## src/rtl/mc_ctrl.sv

```systemverilog
`default_nettype none
// +----------------------------------------------------------------------+
// | mc_ctrl : multicycle MIPS control FSM (fetch/decode/exec/mem/wb)     |
// | Rev 1.0 : initial release                                            |
// +----------------------------------------------------------------------+
module mc_ctrl #(
  parameter int OP_WIDTH    = 6,
  parameter int FN_WIDTH    = 6,
  parameter int ALUOP_WIDTH = 5
) (
  input  logic                   clk,
  input  logic                   rstn,
  input  logic [OP_WIDTH-1:0]    op,
  input  logic [FN_WIDTH-1:0]    funct,
  input  logic                   zero,
  input  logic                   mem_ready,
  output logic                   pc_write,
  output logic [1:0]             pc_src,
  output logic                   ir_write,
  output logic                   iord,
  output logic                   mem_read,
  output logic                   mem_write,
  output logic                   reg_write,
  output logic [1:0]             reg_dst,
  output logic [1:0]             wd_sel,
  output logic                   alu_srca,
  output logic [1:0]             alu_srcb,
  output logic                   ext_op,
  output logic [ALUOP_WIDTH-1:0] alu_op,
  output logic                   illegal_op,
  output logic [3:0]             state_o
);

  localparam logic [OP_WIDTH-1:0] c_OP_RTYPE = OP_WIDTH'('h00);
  localparam logic [OP_WIDTH-1:0] c_OP_J     = OP_WIDTH'('h02);
  localparam logic [OP_WIDTH-1:0] c_OP_BEQ   = OP_WIDTH'('h04);
  localparam logic [OP_WIDTH-1:0] c_OP_BNE   = OP_WIDTH'('h05);
  localparam logic [OP_WIDTH-1:0] c_OP_ADDI  = OP_WIDTH'('h08);
  localparam logic [OP_WIDTH-1:0] c_OP_ORI   = OP_WIDTH'('h0D);
  localparam logic [OP_WIDTH-1:0] c_OP_LUI   = OP_WIDTH'('h0F);
  localparam logic [OP_WIDTH-1:0] c_OP_LW    = OP_WIDTH'('h23);
  localparam logic [OP_WIDTH-1:0] c_OP_SW    = OP_WIDTH'('h2B);

  localparam logic [FN_WIDTH-1:0] c_FN_ADD = FN_WIDTH'('h20);
  localparam logic [FN_WIDTH-1:0] c_FN_SUB = FN_WIDTH'('h22);
  localparam logic [FN_WIDTH-1:0] c_FN_AND = FN_WIDTH'('h24);
  localparam logic [FN_WIDTH-1:0] c_FN_OR  = FN_WIDTH'('h25);
  localparam logic [FN_WIDTH-1:0] c_FN_SLT = FN_WIDTH'('h2A);

  // Shared ALUOp encodings consumed by the ALU.
  localparam logic [ALUOP_WIDTH-1:0] c_ALU_NOP = ALUOP_WIDTH'(0);
  localparam logic [ALUOP_WIDTH-1:0] c_ALU_ADD = ALUOP_WIDTH'(1);
  localparam logic [ALUOP_WIDTH-1:0] c_ALU_SUB = ALUOP_WIDTH'(2);
  localparam logic [ALUOP_WIDTH-1:0] c_ALU_AND = ALUOP_WIDTH'(3);
  localparam logic [ALUOP_WIDTH-1:0] c_ALU_OR  = ALUOP_WIDTH'(4);
  localparam logic [ALUOP_WIDTH-1:0] c_ALU_SLT = ALUOP_WIDTH'(5);
  localparam logic [ALUOP_WIDTH-1:0] c_ALU_LUI = ALUOP_WIDTH'(6);
  localparam logic [ALUOP_WIDTH-1:0] c_ALU_EQL = ALUOP_WIDTH'(7);
  localparam logic [ALUOP_WIDTH-1:0] c_ALU_BNE = ALUOP_WIDTH'(8);

  typedef enum logic [3:0] {
    S_FETCH    = 4'd0,
    S_DECODE   = 4'd1,
    S_EXEC_R   = 4'd2,
    S_EXEC_I   = 4'd3,
    S_ALU_WB   = 4'd4,
    S_MEM_ADDR = 4'd5,
    S_MEM_RD   = 4'd6,
    S_MEM_WB   = 4'd7,
    S_MEM_WR   = 4'd8,
    S_BRANCH   = 4'd9,
    S_JUMP     = 4'd10
  } state_t;

  state_t state_q, state_d;

  always_ff @(posedge clk or negedge rstn) begin
    if (!rstn) begin
      state_q <= S_FETCH;
    end else begin
      state_q <= state_d;
    end
  end

  assign state_o = state_q;

  // Outputs are forced idle while rstn is low so an abandoned access stops at once.
  always_comb begin
    state_d    = state_q;
    pc_write   = 1'b0;
    pc_src     = 2'b00;
    ir_write   = 1'b0;
    iord       = 1'b0;
    mem_read   = 1'b0;
    mem_write  = 1'b0;
    reg_write  = 1'b0;
    reg_dst    = 2'b00;
    wd_sel     = 2'b00;
    alu_srca   = 1'b0;
    alu_srcb   = 2'b00;
    ext_op     = 1'b0;
    alu_op     = c_ALU_NOP;
    illegal_op = 1'b0;
    if (rstn) begin
      case (state_q)
        S_FETCH: begin
          mem_read = 1'b1;
          alu_srcb = 2'b01;
          alu_op   = c_ALU_ADD;
          if (mem_ready) begin
            ir_write = 1'b1;
            pc_write = 1'b1;
            state_d  = S_DECODE;
          end
        end
        S_DECODE: begin
          alu_srcb = 2'b11;
          ext_op   = 1'b1;
          alu_op   = c_ALU_ADD;
          case (op)
            c_OP_RTYPE:                   state_d = S_EXEC_R;
            c_OP_LW, c_OP_SW:             state_d = S_MEM_ADDR;
            c_OP_ADDI, c_OP_ORI, c_OP_LUI: state_d = S_EXEC_I;
            c_OP_BEQ, c_OP_BNE:           state_d = S_BRANCH;
            c_OP_J:                       state_d = S_JUMP;
            default: begin
              illegal_op = 1'b1;
              state_d    = S_FETCH;
            end
          endcase
        end
        S_EXEC_R: begin
          alu_srca = 1'b1;
          state_d  = S_ALU_WB;
          case (funct)
            c_FN_ADD: alu_op = c_ALU_ADD;
            c_FN_SUB: alu_op = c_ALU_SUB;
            c_FN_AND: alu_op = c_ALU_AND;
            c_FN_OR:  alu_op = c_ALU_OR;
            c_FN_SLT: alu_op = c_ALU_SLT;
            default: begin
              illegal_op = 1'b1;
              state_d    = S_FETCH;
            end
          endcase
        end
        S_EXEC_I: begin
          alu_srca = 1'b1;
          alu_srcb = 2'b10;
          state_d  = S_ALU_WB;
          case (op)
            c_OP_ORI: alu_op = c_ALU_OR;
            c_OP_LUI: alu_op = c_ALU_LUI;
            default: begin
              ext_op = 1'b1;
              alu_op = c_ALU_ADD;
            end
          endcase
        end
        S_ALU_WB: begin
          reg_write = 1'b1;
          reg_dst   = (op == c_OP_RTYPE) ? 2'b01 : 2'b00;
          state_d   = S_FETCH;
        end
        S_MEM_ADDR: begin
          alu_srca = 1'b1;
          alu_srcb = 2'b10;
          ext_op   = 1'b1;
          alu_op   = c_ALU_ADD;
          state_d  = (op == c_OP_LW) ? S_MEM_RD : S_MEM_WR;
        end
        S_MEM_RD: begin
          iord     = 1'b1;
          mem_read = 1'b1;
          if (mem_ready) state_d = S_MEM_WB;
        end
        S_MEM_WB: begin
          reg_write = 1'b1;
          wd_sel    = 2'b01;
          state_d   = S_FETCH;
        end
        S_MEM_WR: begin
          iord      = 1'b1;
          mem_write = 1'b1;
          if (mem_ready) state_d = S_FETCH;
        end
        S_BRANCH: begin
          alu_srca = 1'b1;
          alu_op   = (op == c_OP_BNE) ? c_ALU_BNE : c_ALU_EQL;
          pc_src   = 2'b01;
          pc_write = zero;
          state_d  = S_FETCH;
        end
        S_JUMP: begin
          pc_src   = 2'b10;
          pc_write = 1'b1;
          state_d  = S_FETCH;
        end
        default: state_d = S_FETCH;
      endcase
    end
  end

endmodule
`default_nettype wire

```

## config.mk

```make
export PLATFORM = sky130hd
export DESIGN_NAME = mc_ctrl
export DESIGN_NICKNAME = d
export VERILOG_FILES = /design/src/rtl/mc_ctrl.sv
export SDC_FILE = /design/constraint.sdc
export NUM_CORES = 1
export LEC_CHECK = 0
export ABC_AREA = 1
export BUFFER_PORTS_ARGS = -buffer_cell sky130_fd_sc_hd__buf_2
export CORE_MARGIN = 2
export CORE_UTILIZATION = 44
export CTS_CLUSTER_DIAMETER = 150
export DETAILED_ROUTE_END_ITERATION = 16
export HOLD_SLACK_MARGIN = 0.05
export PLACE_DENSITY = 0.8
export SETUP_SLACK_MARGIN = 0.05
export SLEW_MARGIN = 20
export SYNTH_ARGS = -nofsm -noshare
export SYNTH_HDL_FRONTEND = slang
export SYNTH_SLANG_ARGS = --single-unit
```

## constraint.sdc

```tcl
create_clock -name clk -period 1.8 [get_ports clk]
set_clock_uncertainty 0.05 [all_clocks]
set_input_delay 0.36 -clock clk [delete_from_list [all_inputs] [get_ports clk]]
set_output_delay 0.36 -clock clk [all_outputs]
set_load 0.01 [all_outputs]
```

# Word-level counts from Yosys, hierarchy flattened

Index checks and enable logic that the tools add are counted.

Bits in registers: 4
Input bits: 16
Output and inout bits: 26

Eq/ne operators: 26
Mux-type cells: 43
Reductions and logical operators: 16

Operators by type and width:

| kind                 | count |
|---|---|
| $eq A6 B6 Y1 const B | 7 |
| $pmux W4 S7          | 1 |
| $mux W1              | 24 |
| $mux W4              | 6 |
| $pmux W4 S5          | 1 |
| $eq A6 B4 Y1 const B | 3 |
| $eq A4 B3 Y1 const B | 4 |
| $pmux W4 S4          | 1 |
| $reduce_or A2 Y1     | 8 |
| $pmux W3 S5          | 1 |
| $eq A4 B4 Y1 const B | 3 |
| $eq A6 B3 Y1 const B | 2 |
| $reduce_or A9 Y1     | 1 |
| $eq A4 B2 Y1 const B | 2 |
| $eq A6 B2 Y1 const B | 1 |
| $logic_not A6 Y1     | 1 |
| $ne A2 B2 Y1 const B | 3 |
| $pmux W2 S3          | 1 |
| $pmux W3 S2          | 1 |
| $reduce_or A3 Y1     | 2 |
| $reduce_or A5 Y1     | 1 |
| $eq A4 B1 Y1 const B | 1 |
| $logic_not A4 Y1     | 1 |
| $mux W2              | 2 |
| other kinds (6)      | 7 |

# Logic depth before layout (Yosys ltp)

Gate-level depths: netlist of run 1.

Word-level depth: 5
Depth in mapped cells: 10
Mapped depth without buffers: 10

# Worst setup path before layout of run 1

OpenSTA, ideal clock, no wires.

Path kind: reg-to-output
Start: register state_q[3] (netlist: state_o[3])
End: output port alu_op[2]
Data arrival time: 1.228 ns
Required time: 1.390 ns
Setup slack: 0.162 ns
Stages on the path, launching flop included: 8
Buffers on the path: 0
Path through: dfrtp_1 inv_2 nand2_1 nor2_1 inv_2 o21ai_1 nor2_1 nor2_1

Longest elaborated chain between the ends: 4
Elaborated cells on any way between the ends: 9
Classes of those cells: eq/ne: 5; mux: 2; reduce/logical: 2

Ends and longest elaborated chain:

| item                                       | line | text |
|---|---|---|
| from (decl)                                | 75   | `state_t state_q, state_d;` |
| from (signal assigned)                     | 81   | `state_q <= state_d;` |
| $eq A4 B1 Y1, or another cell as far along | 105  | `case (state_q)` |
| $reduce_or A3 Y1 (no line)                 | --   |  |
| $pmux W4 S4 (*)                            | 105  |  |
| $mux W4 (*)                                | 104  | `if (rstn) begin` |
| to (decl)                                  | 29   | `output logic [ALUOP_WIDTH-1:0] alu_op,` |

Every way passes the cells marked *; elsewhere a longest branch is shown, timed or not.

# Worst setup path in the final report of run 1

Start: register state_q[2] (netlist: state_o[2])
End: output port illegal_op

Longest elaborated chain between the ends: 3
Elaborated cells on any way between the ends: 4
Classes of those cells: eq/ne: 2; mux: 2

Ends and longest elaborated chain:

| item                                         | line | text |
|---|---|---|
| $eq A4 B2 Y1 or $eq A4 B1 Y1 (tied branches) | 105  |  |
| $pmux W1 S2 (*)                              | 105  |  |
| $mux W1 (*)                                  | 104  |  |
| to (decl)                                    | 30   | `output logic illegal_op,` |

Marks and branches as above.

==> results of run 1 <==
metrics by stage:
step	cell area, um2	utilization, %	total power, W
after floorplan	768	-	0.000443
after global placement	976	58.4	0.000600
after detailed placement	976	58.4	0.000603
after CTS	1130	67.8	0.000854
after global routing	1170	70.3	0.000986
final	1170	70.3	0.000906
tightest hold or removal path: stages:
cell,delay (ns)
buf_2,0.11
o21ai_1,0.09
nor2_2,0.08
nand2_1,0.07
nand2_1,0.04
synthesized netlist by cell type (all sizes together), types with 2 or more instances:
| cell type | number | area (um2) |
|---|---|---|
| a21oi | 10 | 53.8 |
| dfrtp | 4 | 100 |
| inv | 23 | 86.3 |
| buf | 4 | 26.3 |
| nor2 | 34 | 143 |
| a31oi | 3 | 18.8 |
| nand3 | 13 | 65.1 |
| nand3b | 2 | 15.0 |
| o21ai | 10 | 50.1 |
| nand2 | 46 | 173 |
| nor3 | 2 | 10.0 |
cells by family after synthesis:
| family | Yosys count | share of synthesized area (%) |
|---|---|---|
| AOI/OAI and AO/OA | 23 | 16.1 |
| DFF | 4 | 13.2 |
| and+or+nand+nor | 99 | 54.9 |
| other | 1 | 0.493 |
| buffers and inverters | 28 | 15.3 |
timing repair:
item                                   CTS  global route
setup buffers                            8             2
endpoints found under the hold margin    4             0
hold buffers                             1             0
resized for setup                       22             9
setup endpoints to repair               12            15
pin swaps                                5             4
power breakdown:
group	switching, W	total, W	internal (W)	leakage (nW)
clock network	0.0000321	0.000106	0.0000742	0.0138
logic	0.000373	0.000643	0.000270	0.621
registers	0.0000456	0.000157	0.000112	0.0493
area by class of cell:
class | count | area, um2
inverter | 24 | 95.1
tap | 17 | 21.3
sequential | 4 | 104
multi-input combinational | 125 | 634
fill | 150 | 495
timing repair buffer | 52 | 298
clock buffer | 3 | 22.5
per-layer routing:
layer	up-vias	part of all wire (%)	global-route usage (%)
met3	8	4.6	2.38
met2	39	53	41.7
met1	523	41	25.4
met5	-	0	0
met4	0	1.4	13.5
li1	593	-	-
worst min path at each step:
stage / slack (ns) / end
2_1_floorplan: 0.01 / state_o[0]
3_3_place_gp: 0.23 / state_o[3]
3_5_place_dp: 0.23 / state_o[2]
4_1_cts: 0.50 / state_o[0]
5_1_grt: 0.53 / state_o[2]
6_report: 0.52 / state_o[2]
==> results.yml, run 1 <==
worst_setup_path:
  arrival_ns: 1.48
  max_stage_delay_ns: 0.44
  slowest_stage: "dfrtp_2"
  r2r_slack_ns: 0.34
  path_depth: 8
  path_max_fanout: 5
  setup.worst_path.class: "reg -> out"
  worstPathRequired_ns: 1.39
  r2r_cells: 10
  endpoint: "illegal_op"
  critical_path_buf_inv_count: 2
  r2r-end: "state_o[2]"
  startpoint_type: "flop"
  startpoint: "state_o[2]"
  reg2reg_from: "state_o[0]"
  crit_path_end_kind: "output pin"
  cp_top_family: "simple AND/OR/NAND/NOR gates"
  crit_path_cell_trace: "inv_2 > nand2_4 > nor2_4 > nand2_1 > nor2_1 > nand3_1 > a21oi_2 > buf_2"
timing:
  fin_crit_sh_pct: 105
  setup_viol_count_final: 6
  fmax_mhz: 529
  fin_hold_ws_ns: 0.515
  layout_setup_ws_ns: -0.0891
  hold_viol: 0
  rsz0062_at_grt: "true"
  tns_ns: -0.403
  drv_slew: 0
  period_minus_slack_ns: 1.89
finish:
  layout_commonest_cell: "buf_2"
  layout.nets: 226
  stdcell_count: 225
  drive_gt1_share_pct: 41.8
  largest_register_ff_count: 4
  num_antenna_cells: 0
  areaGrowthSynthToFinish_pct: 54.4
  final_cell_mix: "buf_2, nand2_1, nor2_1, inv_1"
route:
  drt_iter0_markers: 30
  routedWlPerCell_um: 11.1
  wirelength_um: 2510
  ant_nets: 0
  via_per_inst: 5.17
  dr.pass1.iters: 4
  num_vias: 1163
  drc: 0
placed_design:
  pre_cts_ws_ns: 0.00626
  placed_cells: 211
  place.gp.congestion: 0.879
  io_buffers: 38
  hpwlAfterDp_um: 1800
pwr:
  power_density_nw_per_um2: 771
  p_leak_nw: 0.684
  ir_drop_mv: 0.598
yosys:
  ys.warnings.count: 0
  synthDistinctLibCells: 20
  avgSynthCellArea_um2: 4.91
  postSynthRegisterBits: 4
  ys_seq_area_share_pct: 13.2
  synth_edf_count: 0
  syn_area_um2: 761
  async_flop_share_pct: 100
  synthFlopType: "dfrtp_1"
  postSynthCellCount: 155
global_route:
  grt_first_pass_wirelength_um: 3540
  antenna_found_initial: 0
  overflow: 0
  grt_max_degree: 16
  grt_pass1_vias: 939
  grt_use_total_pct: 23.0
die:
  core-area_um2: 1670
  die_w_um: 45.6
  dieArea_um2: 2080
  start_util_pct: 45.5
  fp-row-count: 15
  die_y_um: 45.6
  num_io_pins: 42
clock_tree:
  cts_tree: "yes"
  clockBufferDepth: 2
  clkLatencyLatePin_ns: 0.23
  clock-sinks: 4
  clk_pin_slew_ns: 0.03
  root_buffer: "clkbuf_4"
  h-tree-depth: 1
  cts_buffers: 3
status:
  status: "complete, but fails checks"
  failed_checks: "negative setup slack"
worst_hold_path:
  min_path_type: "in -> reg"
  min_from: "rstn"
  holdPathStages: 5
run:
  maxCapViolations: 0
No activity file was read; power rests on OpenSTA's default activity.
==> inputs of run 2 (changes only) <==
--- a/config.mk
+++ b/config.mk
@@ -14,6 +14,7 @@
 export HOLD_SLACK_MARGIN = 0.05
 export PLACE_DENSITY = 0.8
 export SETUP_SLACK_MARGIN = 0.05
+export SKIP_LAST_GASP = 1
 export SLEW_MARGIN = 20
 export SYNTH_ARGS = -nofsm -noshare
 export SYNTH_HDL_FRONTEND = slang
==> run 2 against run 1 <==
Effect of this change:
- flip-flop and latch count unchanged
- die area unchanged
- clock power about the same
- the flow still finishes with violations (negative setup slack)
- largest cell class unchanged
- first-iteration DRC count up 60%
- design area down 0.21%
- non-clock buffer count unchanged
- setup slack worse by 0.0086 ns
==> results.yml, run 2 (synthesis results as in run 1) <==
worst_setup_path:
  startpoint_type: "flop"
  max_stage_delay_ns: 0.44
  path_max_fanout: 5
  crit_path_cell_trace: "inv_2 > nand2_4 > nor2_4 > nand2_1 > nor2_1 > nand3_1 > a21oi_2 > buf_2"
  crit_path_end_kind: "output pin"
  slowest_stage: "dfrtp_2"
  arrival_ns: 1.49
  r2r_slack_ns: 0.34
  setup.worst_path.class: "reg -> out"
  worstPathRequired_ns: 1.39
placed_design:
  place.gp.congestion: 0.879
  placed_area_um2: 976
  io_buffers: 38
  hpwlAfterDp_um: 1800
pwr:
  power_density_nw_per_um2: 770
  p_leak_nw: 0.683
  ir_drop_mv: 0.596
timing:
  hold_viol: 0
  layout_setup_ws_ns: -0.0977
  fin_hold_ws_ns: 0.506
  fin_crit_sh_pct: 105
  period_minus_slack_ns: 1.90
  drv_slew: 0
  fmax_mhz: 527
  rsz0062_at_grt: "true"
  setup_viol_count_final: 6
finish:
  layout_commonest_cell: "buf_2"
  num_antenna_cells: 0
  final_cell_mix: "buf_2, nand2_1, nor2_1, inv_1"
  multi_input_area_um2: 632
  final_core_util_pct: 70.2
  largest_register_ff_count: 4
  final_area_um2: 1170
  drive_gt1_share_pct: 41.3
  seq_area_um2: 104
  fillCellCount: 147
  areaGrowthSynthToFinish_pct: 54.1
  layout.nets: 226
status:
  status: "complete, but fails checks"
  failed_checks: "negative setup slack"
route:
  drt_iter0_markers: 48
  dr.pass1.iters: 4
  wirelength_um: 2470
  routedWlPerCell_um: 11.0
  drc: 0
  ant_nets: 0
  num_vias: 1167
  via_per_inst: 5.19
die:
  dieArea_um2: 2080
  num_io_pins: 42
  start_util_pct: 45.5
  die_y_um: 45.6
  core-area_um2: 1670
  fp-row-count: 15
  die_w_um: 45.6
clock_tree:
  h-tree-depth: 1
  clock-sinks: 4
  root_buffer: "clkbuf_4"
  cts_buffers: 3
  clockBufferDepth: 2
  clkLatencyLatePin_ns: 0.23
  cts_tree: "yes"
  clk_pin_slew_ns: 0.03
global_route:
  antenna_found_initial: 0
  grt_pass1_vias: 945
  overflow: 0
  grt_use_total_pct: 22.9
  grt_first_pass_wirelength_um: 3530
  grt_max_degree: 16
worst_hold_path:
  min_path_type: "in -> reg"
run:
  maxCapViolations: 0
[run 2: cell counts in the layout (fill, tap and decap cells not counted)]
No cell type changed its count.
[run 2: timing repair]
action / in CTS / in global routing
resized for setup: 20 / 10
setup buffers: 8 / 2
endpoints found under the setup margin: 12 / 15
hold endpoints to repair: 4 / 0
hold buffers: 1 / 0
pin swaps: 4 / 4
[run 2: path summary, 6_finish.rpt]
path / startpoint / end / depth (start not counted)
min in group asynchronous: rstn / state_o[0] / 3
worst max register to register: state_o[0] / state_o[2] / 10
worst max-delay path: state_o[2] / illegal_op / 8
worst min register to register: state_o[3] / state_o[3] / 2
max in group asynchronous: rstn / state_o[2] / 3
worst min-delay path: rstn / state_o[0] / 5
[run 2: per-stage QoR]
| stage | total power [W] | std cells | setup slack (ns) | TNS (ns) |
|---|---|---|---|---|
| 6_report | 0.000903 | 225 | -0.0977 | -0.388 |
| 5_1_grt | 0.000979 | 225 | -0.178 | -1.13 |
| 4_1_cts | 0.000853 | 223 | -0.0610 | -0.235 |
| 3_5_place_dp | 0.000603 | 211 | 0.00626 | 0 |
| 3_3_place_gp | 0.000600 | 211 | -0.0108 | -0.0195 |
| 2_1_floorplan | 0.000443 | 157 | 0.162 | 0 |
[run 2: critical path: cells and delay by family (launching register included)]
family                 cells  cell delay (ns)
AO/OA/AOI/OAI              1             0.11
buffers and inverters      2             0.24
flip-flops                 1             0.44
AND/OR/NAND/NOR            5             0.46
[run 2: area by class of cell]
type                       instances  share of cell area (%)
multi-input combinational        125                    53.9
timing repair buffer              52                    25.4
sequential                         4                    8.86
inverter                          24                    8.11
clock buffer                       3                    1.92
tap                               17                    1.81
[run 2: metal layers]
layer	up-vias	GRT usage, %	wire length, um
met3	4	3.17	160
met5	-	0	0
met4	0	13.5	20
met1	523	24.7	991
li1	593	-	-
met2	47	41.4	1300
[run 2: power by group]
part | leakage, nW | internal, W | switching (W)
Clock | 0.0138 | 0.0000742 | 0.0000321
Combinational | 0.620 | 0.000270 | 0.000370
Sequential | 0.0493 | 0.000112 | 0.0000453
Total | 0.683 | 0.000456 | 0.000447
==> inputs of run 3 (changes only) <==
--- a/config.mk
+++ b/config.mk
@@ -7,6 +7,7 @@
 export LEC_CHECK = 0
 export ABC_AREA = 1
 export BUFFER_PORTS_ARGS = -buffer_cell sky130_fd_sc_hd__buf_2
+export CORE_ASPECT_RATIO = 1.2
 export CORE_MARGIN = 2
 export CORE_UTILIZATION = 44
 export CTS_CLUSTER_DIAMETER = 150
==> run 3 against run 2 <==
Effect of this change:
- non-clock buffer count decreased by 3
- cell count is 0.89% lower
- global-route usage increased by 3.0 points
- fmax decreased by 0.64%
- worst hold slack better by 0.0071 ns
- wire length increased by 3.2%
- clock-buffer cell count is the same
- highest routed layer unchanged
- the flow still finishes with violations (negative setup slack)
- via count is 0.60% higher
- sequential power rose by 6%
- total power rose by 0.14%
==> results.yml, run 3 (synthesis results as in run 1) <==
global_route:
  grt_pass1_vias: 1109
  overflow: 0
  grt_max_degree: 16
  antenna_found_initial: 0
  grt_first_pass_wirelength_um: 4270
  grt_use_total_pct: 25.9
placed_design:
  placed_area_um2: 977
  place.gp.congestion: 0.893
  io_buffers: 38
  hpwlAfterDp_um: 1830
finish:
  final_area_um2: 1160
  final_core_util_pct: 71.5
  multi_input_area_um2: 637
  final_cell_mix: "nand2_1, buf_2, nor2_1, inv_1, nand3_1"
  largest_register_ff_count: 4
  areaGrowthSynthToFinish_pct: 52.3
  drive_gt1_share_pct: 38.5
  num_antenna_cells: 0
  layout.nets: 223
  layout_commonest_cell: "nand2_1"
  fillCellCount: 161
  seq_area_um2: 104
die:
  core-area_um2: 1620
  fp-row-count: 16
  dieArea_um2: 2080
  num_io_pins: 42
  die_y_um: 49.6
  start_util_pct: 46.9
  die_w_um: 42.0
worst_setup_path:
  r2r-end: "state_o[1]"
  startpoint_type: "flop"
  r2r_cells: 9
  path_max_fanout: 4
  max_stage_delay_ns: 0.46
  r2r_slack_ns: 0.34
  slowest_stage: "dfrtp_2"
  worstPathRequired_ns: 1.39
  crit_path_cell_trace: "inv_4 > nand2_4 > inv_4 > nand2_1 > nand2_1 > a21oi_1 > a31oi_1 > buf_2"
  arrival_ns: 1.50
  endpoint: "alu_op[0]"
  crit_path_end_kind: "output pin"
  critical_path_buf_inv_count: 3
  reg2reg_from: "state_o[2]"
  path_depth: 8
  startpoint: "state_o[1]"
  setup.worst_path.class: "reg -> out"
  cp_top_family: "flip-flops"
status:
  status: "complete, but fails checks"
  failed_checks: "negative setup slack"
route:
  ant_nets: 0
  num_vias: 1174
  drt_iter0_markers: 27
  via_per_inst: 5.26
  dr.pass1.iters: 4
  wirelength_um: 2550
  drc: 0
  routedWlPerCell_um: 11.4
clock_tree:
  cts_buffers: 3
  cts_tree: "yes"
  root_buffer: "clkbuf_4"
  clock-sinks: 4
  clk_pin_slew_ns: 0.03
  clkLatencyLatePin_ns: 0.24
  h-tree-depth: 1
  clockBufferDepth: 2
timing:
  layout_setup_ws_ns: -0.110
  setup_viol_count_final: 8
  fmax_mhz: 524
  period_minus_slack_ns: 1.91
  fin_hold_ws_ns: 0.513
  fin_crit_sh_pct: 106
  rsz0062_at_grt: "true"
  hold_viol: 0
  drv_slew: 0
pwr:
  power_density_nw_per_um2: 780
  p_total_w: 0.000904
  ir_drop_mv: 0.690
  p_leak_nw: 0.679
worst_hold_path:
  min_path_type: "in -> async"
run:
  maxCapViolations: 0
[run 3: power breakdown]
part / internal (W) / leakage, nW / switching, W
combinational: 0.000255 / 0.615 / 0.000370
sequential: 0.000111 / 0.0493 / 0.0000560
clock: 0.0000746 / 0.0138 / 0.0000370
total: 0.000441 / 0.679 / 0.000463
[run 3: worst register-to-register path: stages, from the launching register on]
cell and delay, ns:
dfrtp_2 0.45, inv_2 0.10, buf_4 0.12, nor2_4 0.04, nand2_1 0.12, a21oi_2 0.07
nor2_2 0.19, inv_2 0.09, nand2_1 0.07, o21ai_1 0.06
[run 3: per-layer routing]
layer / share of wire, % / track usage (%) / up-vias
met5: 0 / 0 / -
met1: 38 / 25.1 / 531
met3: 5.1 / 1.47 / 6
met2: 56 / 52.3 / 46
met4: 1.5 / 14.0 / 0
li1: - / - / 591
[run 3: what timing repair did]
action / CTS / global route
gates resized for setup: 21 / 9
buffers inserted: 6 / 1
hold buffers: 1 / 0
pin swaps: 7 / 7
setup endpoints to repair: 13 / 16
cloned: 0 / 0
hold endpoints to repair: 4 / 0
[run 3: area by class of cell]
class	count	share of cell area, %
Multi-Input combinational cell	125	55.0
Timing Repair Buffer	49	23.8
Sequential cell	4	8.96
Inverter	24	8.42
Clock buffer	3	1.94
Tap cell	18	1.94
[run 3: stage by stage]
| step | TNS (ns) | setup slack [ns] | instances |
|---|---|---|---|
| 6_report | -0.505 | -0.110 | 223 |
| 5_1_grt | -1.47 | -0.197 | 223 |
| 4_1_cts | -0.347 | -0.0684 | 222 |
| 3_5_place_dp | 0 | 0.0222 | 212 |
| 3_3_place_gp | 0 | 0.0226 | 212 |
| 2_1_floorplan | 0 | 0.162 | 157 |
[run 3: worst min path at each step]
stage / startpoint / end / cells past startpoint
2_1_floorplan: rstn / state_o[0] / 0
3_3_place_gp: rstn / state_o[2] / 1
3_5_place_dp: rstn / state_o[3] / 1
4_1_cts: rstn / state_o[3] / 2
5_1_grt: rstn / state_o[0] / 2
6_report: rstn / state_o[0] / 2
